[config.mk]
export PLATFORM = sky130hd
export DESIGN_NAME = shift_sequencer
export DESIGN_NICKNAME = d
export VERILOG_FILES = /design/src/rtl/shift_sequencer.sv
export SDC_FILE = /design/constraint.sdc
export NUM_CORES = 1
export LEC_CHECK = 0
export CORE_ASPECT_RATIO = 1.1
export CORE_UTILIZATION = 30
export CTS_CLUSTER_SIZE = 20
export DETAILED_ROUTE_END_ITERATION = 12
export SLEW_MARGIN = 20
export SYNTH_ARGS = -nofsm -noshare
export SYNTH_HDL_FRONTEND = slang
export SYNTH_SLANG_ARGS = --single-unit
[constraint.sdc]
create_clock -name clk -period 3.23 [get_ports clk]
set_input_delay 0.323 -clock clk [delete_from_list [all_inputs] [get_ports clk]]
set_output_delay 0.323 -clock clk [all_outputs]
set_load 0.05 [all_outputs]
[src/rtl/shift_sequencer.sv]
// Two-requester sequencer that loads a granted word into the shift register and drives WIDTH shifts.
// Optional SHIFT_SEQ_FIXED_PRIORITY_EN: requester 0 always wins contention and no round-robin pointer exists.
module shift_sequencer #(
   parameter int unsigned WIDTH      = 6,
   parameter int unsigned GAP_CYCLES = 0
) (
   input  logic             clk,
   input  logic             reset,
   input  logic             valid0,
   input  logic             valid1,
   input  logic [WIDTH-1:0] data0,
   input  logic [WIDTH-1:0] data1,
   output logic             ready0,
   output logic             ready1,
   input  logic             stall,
   output logic             srEnable,
   output logic             srShiftEnable,
   output logic [WIDTH-1:0] srDataIn,
   output logic             bitValid,
   output logic             grant,
   output logic             busy,
   output logic             frameDone
);

   localparam int unsigned CNT_W = (WIDTH > 1) ? $clog2(WIDTH) : 1;
   localparam int unsigned GAP_W = 4;
   localparam logic [CNT_W-1:0] BIT_LAST = CNT_W'(WIDTH - 1);
   localparam logic [GAP_W-1:0] GAP_LAST = GAP_W'((GAP_CYCLES > 0) ? GAP_CYCLES - 1 : 0);

   typedef enum logic [1:0] {
      S_IDLE,
      S_LOAD,
      S_SHIFT,
      S_GAP
   } state_t;

   state_t           state_q, state_d;
   logic [CNT_W-1:0] bit_cnt_q, bit_cnt_d;
   logic [GAP_W-1:0] gap_cnt_q, gap_cnt_d;
   logic [WIDTH-1:0] hold_q, hold_d;
   logic             grant_q, grant_d;
   logic             win;
   logic             offer;

`ifndef SHIFT_SEQ_FIXED_PRIORITY_EN
   logic rr_q, rr_d;
`endif

   // Arbitration winner: 1 selects requester 1; a lone valid requester always wins
   always_comb begin
      win = 1'b0;
`ifdef SHIFT_SEQ_FIXED_PRIORITY_EN
      win = ~valid0;
`else
      if (valid0 && valid1) win = rr_q;
      else                  win = ~valid0;
`endif
   end

   // Ready is only offered in IDLE, out of reset and unstalled
   assign offer = (state_q == S_IDLE) && reset && !stall;

   always_ff @(posedge clk or negedge reset) begin
      if (!reset) begin
         state_q   <= S_IDLE;
         bit_cnt_q <= '0;
         gap_cnt_q <= '0;
         hold_q    <= '0;
         grant_q   <= 1'b0;
`ifndef SHIFT_SEQ_FIXED_PRIORITY_EN
         rr_q      <= 1'b0;
`endif
      end else begin
         state_q   <= state_d;
         bit_cnt_q <= bit_cnt_d;
         gap_cnt_q <= gap_cnt_d;
         hold_q    <= hold_d;
         grant_q   <= grant_d;
`ifndef SHIFT_SEQ_FIXED_PRIORITY_EN
         rr_q      <= rr_d;
`endif
      end
   end

   always_comb begin
      state_d       = state_q;
      bit_cnt_d     = bit_cnt_q;
      gap_cnt_d     = gap_cnt_q;
      hold_d        = hold_q;
      grant_d       = grant_q;
`ifndef SHIFT_SEQ_FIXED_PRIORITY_EN
      rr_d          = rr_q;
`endif
      ready0        = offer && valid0 && !win;
      ready1        = offer && valid1 && win;
      srEnable      = 1'b0;
      srShiftEnable = 1'b0;
      bitValid      = 1'b0;
      frameDone     = 1'b0;
      srDataIn      = hold_q;
      busy          = (state_q != S_IDLE);
      grant         = grant_q;

      case (state_q)
         S_IDLE: begin
            if (ready0 || ready1) begin
               hold_d  = win ? data1 : data0;
               grant_d = win;
`ifndef SHIFT_SEQ_FIXED_PRIORITY_EN
               rr_d    = ~win;
`endif
               state_d = S_LOAD;
            end
         end
         S_LOAD: begin
            if (!stall) begin
               srEnable  = 1'b1;
               bit_cnt_d = '0;
               state_d   = S_SHIFT;
            end
         end
         S_SHIFT: begin
            if (!stall) begin
               srEnable      = 1'b1;
               srShiftEnable = 1'b1;
               bitValid      = 1'b1;
               if (bit_cnt_q == BIT_LAST) begin
                  frameDone = 1'b1;
                  gap_cnt_d = '0;
                  state_d   = (GAP_CYCLES > 0) ? S_GAP : S_IDLE;
               end else begin
                  bit_cnt_d = bit_cnt_q + CNT_W'(1);
               end
            end
         end
         S_GAP: begin
            // Gap is deliberately not frozen by stall
            if (gap_cnt_q == GAP_LAST) state_d = S_IDLE;
            else                       gap_cnt_d = gap_cnt_q + GAP_W'(1);
         end
         default: state_d = S_IDLE;
      endcase
   end

endmodule

* Word-level counts from Yosys, hierarchy flattened
Cells that the tools add are included.
** Storage, ports and cells
- Memories kept :: 0
- Memory bits (writable) :: 0
- Bits in registers :: 17
- Output and inout port bits :: 14
- Input port bits :: 17
- Latch bits :: 0
- Bits in read-only memories :: 0
** Operators by class
- Shifts and indexed selects :: 0
- Order comparisons :: 0
- Reduce and logical (&&, ||, !) cells :: 20
- Add/sub/neg operators :: 2
- Divide/modulo/power cells :: 0
- Eq/ne operators :: 11
- Multiply operators :: 0
- Bitwise operators :: 2
- Mux-type cells :: 22
** Operator list (number)
- 4-bit two-way mux :: 3
- 2-bit inequality test (second input constant) :: 6
- 2-bit two-way mux :: 5
- 3-bit two-way mux :: 3
- 2-bit one-hot mux with 4 select lines :: 1
- 4-bit one-hot mux with 2 select lines :: 1
- 4-bit AND reduction :: 2
- 1-bit logical AND :: 7
- 1-bit two-way mux :: 7
- 6-bit two-way mux :: 1
- 3-bit one-hot mux with 2 select lines :: 1
- 2-bit nonzero test :: 3
- 5-bit AND reduction :: 1
- 4-bit by 1-bit adder with 4-bit output (second input constant) :: 1
- 2-bit == test (second input constant) :: 2
- 4-bit zero test :: 1
- 3-bit by 1-bit adder with 3-bit output (second input constant) :: 1
- 3-bit == test (second input constant) :: 1
- 2-bit by 1-bit == test with 1-bit output (second input constant) :: 1
- 1-bit zero test :: 2
- 2-bit zero test :: 1
- 2-bit by 1-bit inequality test with 1-bit output (second input constant) :: 1
- 1-bit inverter :: 2
- 2-bit AND reduction :: 1
- other kinds (2) :: 2

* Depth between registers and ports, before layout
- Depth in word-level cells :: 8
- Depth in mapped cells :: 7
- Depth with buffers taken out :: 6

* Worst setup path after synthesis
No wires, ideal clock.
- Path type :: register to register
- Start :: reg state_q[0]
- End :: reg hold_q[0], in the netlist srDataIn[0]
- Library setup time :: 0.073 ns
- Arrival time :: 2.458 ns
- Path slack :: 0.698 ns
- Stages on the path, launching flop included :: 7
- Data required time :: 3.157 ns
- Cell sequence :: dfrtp_1 inv_1 ha_1 inv_1 nor4b_2 a222oi_1 inv_1
** Between the ends
- Longest elaborated chain between the ends :: 7
- Elaborated cells between the ends (all ways) :: 9
** RTL lines
- start: declaration :: line 37 : state_t state_q, state_d;
- start signal: assignment :: line 74 : state_q <= state_d;
- 2-bit zero test :: line 61 : assign offer = (state_q == S_IDLE) && reset && !stall;
- 1-bit logical AND (2 in series) :: line 61
- 1-bit logical AND (2 in series) :: line 95 : ready1 = offer && valid1 && win;
- net ready1 :: line 14 : output logic ready1,
- 1-bit logical OR :: line 106 : if (ready0 || ready1) begin
- 2-bit AND reduction (no line)
- end signal: assignment :: line 77 : hold_q <= hold_d;
- end: declaration :: line 40 : logic [WIDTH-1:0] hold_q, hold_d;
The timed path passes the listed nets, and every way through them passes these cells.
A chain may end at the register's enable or synchronous reset.

* Final worst setup path
- Start :: reg state_q[0]
- End :: out frameDone
** Between the ends
- Longest elaborated chain between the ends :: 2
** RTL lines
- 2-bit == test :: line 104 : case (state_q)
- 1-bit two-way mux :: line 104
- end: declaration :: line 22 : output logic frameDone
Every way passes these cells.

==> results by group <==
Route
  • Initial DRC count: 42
  • Final wirelength: roughly 2.3 mm
  • WL/cell: 12.7 um
  • Vias per inst: 4.92
  • Drt pass-1 iters: 5
  • Drt drc: 0
  • Via count: 886
  • Antenna-violating nets left: 0

Yosys
  • Synthesis-stage register bit count: 17
  • Yosys cell types: 36
  • Asr flop ratio synth: 1.00
  • EDFF count, synth: 0
  • Synthesis Warnings: 0
  • Syn_nets: 127
  • Mapped Cells: 101
  • Ys flop type: dfrtp_1
  • Sequential-to-total area share from yosys stat: 0.404
  • Post-Syn Area: ~0.0011 mm^2
  • Syn Area/Cell: 10.4 um^2

Timing
  • RSZ-0062 raised after global routing: false
  • Final Cycle Share: 0.845
  • Fin worst setup slack: 0.500 ns
  • Slew headroom: 0.452
  • Layout Skew: 0.00119 ns
  • Tmin final: 2.73 ns
  • Hold_ws: 0.468 ns
  • Setup TNS: 0 ns
  • Slew at the pin with the worst max-slew slack: 0.820 ns
  • Hold Vio Cnt, Final: 0
  • Setup violations, final: 0
  • Final Max Slew Viols: 0
  • Fmax: between 300 and 400 MHz

Clock tree
  • H-tree depth: 1
  • Later-pin clock latency in the skew report: about 0.29 ns
  • CTS root buf: clkbuf_4
  • CTS tree: done
  • Clock Sinks: 17
  • Setup bufs post-CTS: 0
  • Post_cts resized: 0
  • Clock-pin slew on the worst setup and hold paths: 0.10 ns
  • Cts-stage hold buffer count: 0
  • Longest Clk Path Bufs: 2
  • Cts bufs inserted: 3

Placement
  • DP Worst Slack: 0.789 ns
  • DP Cell Count: 176
  • IO buf count: 30
  • Placed Area: around 0.0014 mm^2
  • RePlAce Congestion: 0.749
  • Post-DP HPWL: 1.75 mm

Die
  • Die span in x: 58.5 um
  • Core area: ~0.0033 mm^2
  • # IOs: 31
  • Initial core utilization: 0.316
  • Die outline height: 64.1 um
  • Core Rows: 22
  • DIE AREA: about 0.0037 mm^2

Global route
  • Overall global routing resource usage: 0.131
  • Largest net degree at the start of global routing: 18
  • Number of global-route vias before repair: 877
  • Grt total ovfl: 0
  • First-pass GRT wire length: between 3 and 4 mm
  • Initial antenna violation count: 0

Power and ir drop
  • Flop pwr share: 0.306
  • P_sw: 0.601 mW
  • Cell area power density: ~870 mW/mm^2
  • Cell Int Power: 0.649 mW
  • Clock network power share: 0.091
  • Leakage power: about 0.63 nW
  • Logic pwr share: 0.603
  • Worst vdd ir: 0.295 mV
  • Sw frac: 0.481
  • Total power: between 1 and 1.5 mW

Cells and area
  • # fillers: around 320
  • Area Growth Syn to Fin: 36.1%
  • Fin cells: between 150 and 200
  • Share of cells above drive strength 1: 0.114
  • Final instance area: about 0.0014 mm^2
  • Antenna Cells: 0
  • Nets: ~160
  • Fin util: 0.430

Worst setup path
  • Worst EP required: 2.91 ns
  • CP Launch Type: flop
  • Crit Path Category: reg -> out
  • CP arrival: 2.41 ns
  • Worst-path fanout max: 10
  • Critical path endpoint category: output pin

Flow run
  • # Max-Cap Violations: 0

Run status
  • Status: finished, final reports clean

Worst hold path
  • HP Class: in -> async
state kept, by name, summed over array words and instances (netlist names):
register	cells
srDataIn	6
grant	1
rr_q	1
state_q	2
gap_cnt_q	4
bit_cnt_q	3
cell type report:
cell class / count / area [um^2] / share of cell area
multi-input cells: 64 / 533 / 0.372
flip-flops and latches: 17 / 425 / 0.297
repair buffers: 31 / 328 / 0.229
inverters: 16 / 60.1 / 0.0419
well taps: 48 / 60.1 / 0.0419
clock buffers: 4 / 26.3 / 0.0183
logic make-up (layout without fill, tap and decap cells):
kind of cell               Yosys count  after routing  synth area share
adders and majority gates            9              9             0.107
DFF                                 17             17             0.404
AOI/OAI and AO/OA                   30             30             0.232
buffers and inverters               20             51            0.0892
and+or+nand+nor                     24             24             0.157
muxes                                1              1            0.0107
cell usage in the layout (no fill, tap or decap), types with 3 or more instances in the layout:
cell,count
a21oi_1,4
inv_1,16
o21ai_0,5
clkdlybuf4s50_1,28
or3_1,3
clkbuf_4,3
ha_1,9
nand2_1,5
a222oi_1,6
dfrtp_1,17
layer usage:
metal	wire length, um	global-route usage	share of wire	vias up
met1	1090	0.167	0.47	420
li1	-	-	-	428
met3	179	0.0263	0.078	2
met2	1010	0.214	0.44	36
met5	0	0	0	-
met4	14	0.0536	0.0061	0
final timing paths:
path	from	to	slack, ns	cells past startpoint
min in group clk	grant	grant	0.50	1
max in group asynchronous	reset	srDataIn[1]	2.58	2
min	reset	state_q[1]	0.47	2
min reg2reg	grant	grant	0.50	1
max reg2reg	bit_cnt_q[1]	gap_cnt_q[3]	1.34	6
max	state_q[0]	frameDone	0.50	5
cell usage after synthesis, types with 2 or more instances:
library cell	n	share of area
nor2_1	2	0.0071
a222oi_1	6	0.057
a21oi_1	4	0.019
a31o_2	2	0.017
a22o_1	2	0.017
nand2_1	5	0.018
buf_6	2	0.021
and2b_2	2	0.017
a31oi_1	2	0.012
or3_1	3	0.018
o21ai_0	5	0.024
inv_1	16	0.057
a21o_1	2	0.014
a211oi_1	2	0.014
ha_1	9	0.11
dfrtp_1	17	0.40
power by group through the flow:
| stage | Clock (mW) | Sequential (mW) | Combinational, mW |
|---|---|---|---|
| 2_1_floorplan | 0 | 0.531 | 0.387 |
| 3_3_place_gp | 0 | 0.382 | 0.747 |
| 3_5_place_dp | 0 | 0.388 | 0.758 |
| 4_1_cts | 0.124 | 0.383 | 0.761 |
| 5_1_grt | 0.129 | 0.397 | 0.819 |
| 6_report | 0.114 | 0.383 | 0.753 |
worst max-delay path: stages (launching register included):
cell,delay (ns)
dfrtp_1,0.42
inv_1,0.12
ha_1,0.37
and2b_2,0.22
and3_1,0.18
clkdlybuf4s50_1,0.81
No activity file was read; power rests on OpenSTA's default activity.
